--- src/rtl/mdu_issue_ctrl.sv ---
// EX-stage initiator for the multiply/divide unit: registers op/move pulses for the MDU,
// tracks its busy window, stalls dependent instructions and returns HI/LO for mfhi/mflo.
module mdu_issue_ctrl #(
    parameter int unsigned WIDTH   = 32,
    parameter logic [3:0]  IDLE_OP = 4'b1000,
    parameter int unsigned CNT_W   = 16
) (
    input  logic             clk,
    input  logic             reset,
    input  logic             flush,
    input  logic             ex_valid,
    input  logic [3:0]       ex_mdu_op,
    input  logic [1:0]       ex_mt_sel,
    input  logic [1:0]       ex_mf_sel,
    input  logic [WIDTH-1:0] ex_srca,
    input  logic [WIDTH-1:0] ex_srcb,
    input  logic             mdu_busy,
    input  logic [WIDTH-1:0] mdu_hi,
    input  logic [WIDTH-1:0] mdu_lo,
    output logic [3:0]       mdu_op,
    output logic [1:0]       mdu_mthilo,
    output logic [WIDTH-1:0] mdu_srca,
    output logic [WIDTH-1:0] mdu_srcb,
    output logic             mdu_clr,
    output logic             stall,
    output logic [WIDTH-1:0] mf_data,
    output logic [CNT_W-1:0] issue_cnt
);

    typedef enum logic [1:0] {
        IDLE    = 2'd0,
        OP_PEND = 2'd1,
        BUSY    = 2'd2,
        MT_PEND = 2'd3
    } state_e;

    state_e             state_q, state_d;
    logic [3:0]         op_q, op_d;
    logic [1:0]         mthilo_q, mthilo_d;
    logic [WIDTH-1:0]   srca_q, srca_d;
    logic [WIDTH-1:0]   srcb_q, srcb_d;
    logic               clr_q, clr_d;
    logic [CNT_W-1:0]   cnt_q, cnt_d;

    logic arith_req;
    logic mt_req;
    logic mf_req;
    logic req;

    assign arith_req = ex_valid & ~ex_mdu_op[3];
    assign mt_req    = ex_valid & ex_mt_sel[0];
    assign mf_req    = ex_valid & ex_mf_sel[0];
    assign req       = arith_req | mt_req | mf_req;

    // Any MDU request must wait while an earlier one is still in flight; a flush cancels it.
    assign stall   = req & ((state_q != IDLE) | mdu_busy) & ~flush;
    assign mf_data = (ex_mf_sel == 2'b11) ? mdu_hi : mdu_lo;

    always_comb begin
        // NOTE: every output of this block gets a default first, so no path can infer a latch.
        state_d  = state_q;
        op_d     = IDLE_OP;
        mthilo_d = 2'b00;
        srca_d   = srca_q;
        srcb_d   = srcb_q;
        clr_d    = 1'b0;
        cnt_d    = cnt_q;

        if (flush) begin
            state_d = IDLE;
            clr_d   = 1'b1;
        end else begin
            unique case (state_q)
                IDLE: begin
                    if (!mdu_busy) begin
                        if (arith_req) begin
                            op_d    = ex_mdu_op;
                            srca_d  = ex_srca;
                            srcb_d  = ex_srcb;
                            cnt_d   = cnt_q + 1'b1;
                            state_d = OP_PEND;
                        end else if (mt_req) begin
                            mthilo_d = ex_mt_sel;
                            srca_d   = ex_srca;
                            state_d  = MT_PEND;
                        end
                    end
                end
                OP_PEND: state_d = BUSY;
                BUSY:    if (!mdu_busy) state_d = IDLE;
                MT_PEND: state_d = IDLE;
                default: state_d = IDLE;
            endcase
        end
    end

    // NOTE: state registers use non-blocking assignments so every flop samples pre-edge values.
    always_ff @(posedge clk or posedge reset) begin
        if (reset) begin
            state_q  <= IDLE;
            op_q     <= IDLE_OP;
            mthilo_q <= 2'b00;
            srca_q   <= '0;
            srcb_q   <= '0;
            clr_q    <= 1'b0;
            cnt_q    <= '0;
        end else begin
            state_q  <= state_d;
            op_q     <= op_d;
            mthilo_q <= mthilo_d;
            srca_q   <= srca_d;
            srcb_q   <= srcb_d;
            clr_q    <= clr_d;
            cnt_q    <= cnt_d;
        end
    end

    assign mdu_op     = op_q;
    assign mdu_mthilo = mthilo_q;
    assign mdu_srca   = srca_q;
    assign mdu_srcb   = srcb_q;
    assign mdu_clr    = clr_q;
    assign issue_cnt  = cnt_q;

endmodule

--- config.mk ---
export PLATFORM = sky130hd
export DESIGN_NAME = mdu_issue_ctrl
export DESIGN_NICKNAME = d
export VERILOG_FILES = /design/src/rtl/mdu_issue_ctrl.sv
export SDC_FILE = /design/constraint.sdc
export NUM_CORES = 1
export LEC_CHECK = 0
export ABC_AREA = 1
export CORE_UTILIZATION = 37
export DETAILED_ROUTE_END_ITERATION = 12
export PLACE_DENSITY = 0.92
export REMOVE_ABC_BUFFERS = 1
export SETUP_SLACK_MARGIN = 0.1
export SYNTH_ARGS = -nofsm -noshare
export SYNTH_HDL_FRONTEND = slang
export SYNTH_SLANG_ARGS = --single-unit
--- constraint.sdc ---
create_clock -name clk -period 3.1 [get_ports clk]
set_input_delay 0.62 -clock clk [delete_from_list [all_inputs] [get_ports clk]]
set_output_delay 0.62 -clock clk [all_outputs]
set_load 0.02 [all_outputs]
== Word-level counts from Yosys, hierarchy flattened ==
Cells that the tools add are included.
Storage, ports and cells
  input port bits: 141
  word-level logic and storage cells: 51
  bits in registers: 89
Operators by class
  multiplexer cells: 19
  reduce and logical (&&, ||, !) cells: 6
  equality and inequality tests: 7
  bitwise logic cells: 11
  $add $sub $neg: 1
Operators by type and width (number)
  32-bit 2-to-1 mux: 3
  2-bit 2-to-1 mux: 10
  16-bit by 1-bit adder with 16-bit output, second input constant: 1
  4-bit 2-to-1 mux: 4
  2-bit one-hot mux with 4 select lines: 1
  4-bit AND reduction: 2
  2-bit == test, second input constant: 3
  3-bit != test, second input constant: 2
  1-bit AND: 5
  4-bit != test, second input constant: 1
  2-bit nonzero test: 2
  1-bit NOT: 3
  1-bit OR: 3
  3-bit AND reduction: 1
  2-bit by 1-bit == test with 1-bit output, second input constant: 1
  2-bit logical NOT: 1
  1-bit 2-to-1 mux: 1

== Longest topological paths before layout ==
  depth in word-level cells: 6
  gate-level depth with buffers: 8

== Least setup slack after synthesis ==
Ideal clock, no wire load.
  path kind: input port to output port
  from: in ex_mf_sel[0]
  to: out mf_data[10]
  path buffers: 1
  path slack: 1.121 ns
  data arrival time: 1.359 ns
  cell stages on the path: 3
  path through: nand2_1 buf_2 mux2_2
Between the ends
  word-level cells in the longest chain between the ends: 2
Ends and longest elaborated chain
  from (decl): RTL line 14  | input logic [1:0] ex_mf_sel,
  2-bit == test: RTL line 57  | assign mf_data = (ex_mf_sel == 2'b11) ? mdu_hi : mdu_lo;
  32-bit 2-to-1 mux: RTL line 57
  to (decl): RTL line 26  | output logic [WIDTH-1:0] mf_data,
Every way passes these cells.

== Worst setup path after layout ==
  from: in ex_mf_sel[0]
  to: out mf_data[15]
The elaborated chain is that of the path after synthesis.

==> impl_metrics.tcl <==
set metrics [dict create \
    power.density_nw_per_um2 573 \
    drv_slew 0 \
    antenna_left 0 \
    drc 0 \
    fmax_mhz 341 \
    yosysTopAreaCell "dfrtp_1" \
    yosysSeqAreaShare_pct 54.5 \
    layout_common_cells "clkdlybuf4s50_1, nand2_1, dfrtp_1, mux2_2, inv_1" \
    syn_area_sq_um 4090 \
    fin_util_pct 64.8 \
    fin_skew_ps 14.5 \
    slew_headroom_pct 56.6 \
    clk_latency_ps 360 \
    antenna_found_initial 0 \
    grt_max_degree 53 \
    layout_commonest_cell "clkdlybuf4s50_1" \
    drv_cap 0 \
    cpPeakStageDelay_ps 560 \
    status "complete, no violations" \
    track_usage_pct 24.0 \
    ioPinCount 261 \
    cpMostUsedCell "clkdlybuf4s50_1" \
    overflow 0 \
    fin_crit_ps 2940 \
    finalCritPeriodShare_pct 94.7 \
    ctsResizeCount 0 \
    rsz0062_at_grt "false" \
    cts_tree "yes" \
    tns_ps 0 \
    start_kind "primary input" \
    tightestPinTransition_ps 650 \
    cpMaxStageDelayCell "clkdlybuf4s50_1" \
    crit_type "primary input to primary output" \
    drtPass1Iterations 4 \
    cp_num_buf_inv 3 \
    cts_max_path_buffers 2 \
    nFillCells 855 \
    crit_chain "clkdlybuf4s50_1, nand2_1, buf_12, mux2_2, clkdlybuf4s50_1" \
    routed_wl_um 13900 \
    path_clk_slew_ps 90 \
    first_global_vias 4138 \
    core_area_sq_um 10800 \
    cts_hold_buf 0 \
    synth_seq_cells 89 \
    yosys_warnings 0 \
    setup_viol 0 \
    cts_buffers 9 \
    cp_max_fo 32 \
    rows 38 \
    die_h_um 107 \
    initial_utilization_pct 37.9 \
    die_area_sq_um 11500 \
    design_area_sq_um 7000 \
    die_w_um 107 \
    gp_congestion 0.877 \
    dp_hpwl_um 10800 \
    cpLargestDelayFamily "buffers and inverters" \
    hold_viol_final 0 \
    cp.required_ps 2480 \
    cts_root_buf "clkbuf_8" \
    ys_types 24 \
    end_kind "primary output" \
    p_leak_nw 3.27 \
    cts.sinks 89 \
    postCtsSetupRepairBufs 0 \
    synth_top_area_share_pct 53.9 \
    syn_avg_cell_area_sq_um 8.96 \
    route.vias.total 4028 \
    area_delta_synth_final_pct 71.2 \
    synth_area_leaders "dfrtp_1, nand2_1, mux2_2" \
    dpl_cell_area_sq_um 6780 \
    antennaDiodeCount 0 \
    min_path_type "flip-flop to flip-flop" \
    ir_drop_v 0.000369 \
    cp.arrival_ps 2320 \
    drive_above_1_share_pct 9.58 \
    htreeDepth 3 \
    drt_iter0_drc 211 \
    nets 857 \
    wl_per_cell_um 16.2 \
    via_per_inst 4.68 \
    grt_pass1_wl_um 20700 \
    numPortBuffers 260 \
    synthCells 456 \
    finalPower_mw 4.01 \
]
where the power goes:
group          switching (mW)  internal [mW]
sequential              0.169           1.42
combinational           0.775          0.796
clock                   0.455          0.395
total                    1.40           2.61
Yosys cell counts:
| cell | n |
|---|---|
| nand3_2 | 1 |
| nand3_1 | 3 |
| nand2_2 | 2 |
| nand4_1 | 4 |
| nor2_4 | 6 |
| nor2_1 | 15 |
| ha_1 | 1 |
| xnor2_1 | 2 |
| mux2_2 | 32 |
| nand2_1 | 249 |
| xor2_2 | 1 |
| xor2_1 | 3 |
| dfrtp_1 | 88 |
| clkbuf_1 | 1 |
| dfstp_2 | 1 |
| nand3_4 | 1 |
| a21oi_1 | 2 |
| nor3b_1 | 1 |
| nand3b_1 | 7 |
| buf_6 | 9 |
| nor3_1 | 1 |
| inv_1 | 17 |
| inv_2 | 2 |
| buf_2 | 7 |
worst paths after layout:
kind | from | end | slack [ps] | cells after the start
setup / recovery | ex_mf_sel[0] | mf_data[15] | 160 | 5
hold / removal | mdu_srcb[7] | mdu_srcb[7] | 490 | 2
setup reg to reg | state_q[1] | issue_cnt[2] | 1470 | 6
hold reg to reg | mdu_srcb[7] | mdu_srcb[7] | 490 | 2
max in group asynchronous | reset | mdu_op[3] | 1680 | 3
min in group asynchronous | reset | mdu_srca[31] | 720 | 2
metal layers:
layer  vias to the layer above  global-route usage (%)  routed length (um)
met4                         0                    10.3                 452
met1                      1878                    24.1                4890
li1                       1924                       -                   -
met5                         -                       0                   0
met3                        29                    9.54                1370
met2                       197                    43.5                7210
worst register-to-register path: cells and delay by family (launching register included):
family | cells | cell delay [ps]
simple gates | 4 | 600
buf+inv | 1 | 350
xor+xnor | 1 | 140
flops | 1 | 430
cell families (layout without fill, tap and decap cells):
family / count (synthesis) / in the layout / share of synthesized area [%]
multiplexers: 32 / 32 / 8.82
flip-flops: 89 / 89 / 54.5
AO/OA/AOI/OAI: 2 / 2 / 0.245
AND/OR/NAND/NOR: 290 / 290 / 29.5
XOR/XNOR: 6 / 6 / 1.47
buffers and inverters: 36 / 300 / 5.17
adder cells (fa/ha/maj): 1 / 1 / 0.306
flip-flops by register name, summed over array words and instances, names as in the netlist:
name        flops
mdu_op          4
mdu_clr         1
mdu_srcb       32
mdu_srca       32
issue_cnt      16
state_q         2
mdu_mthilo      2
metrics by stage:
stage               hold WS [ps]  setup slack (ps)  std cells
floorplan                    529               175        439
global placement             460               239        844
detailed placement           469               169        844
CTS                          492               169        860
global route                 518               142        860
finish                       486               164        860
layout make-up:
type	count	area (sq um)	share of cell area, %
Sequential cell	89	2230	31.9
Clock buffer	10	128	1.82
Inverter	19	73.8	1.06
Clock inverter	6	83.8	1.20
Timing Repair Buffer	265	2660	38.0
Tap cell	140	175	2.50
Multi-Input combinational cell	331	1650	23.5
(Power assumes the default switching activity.)
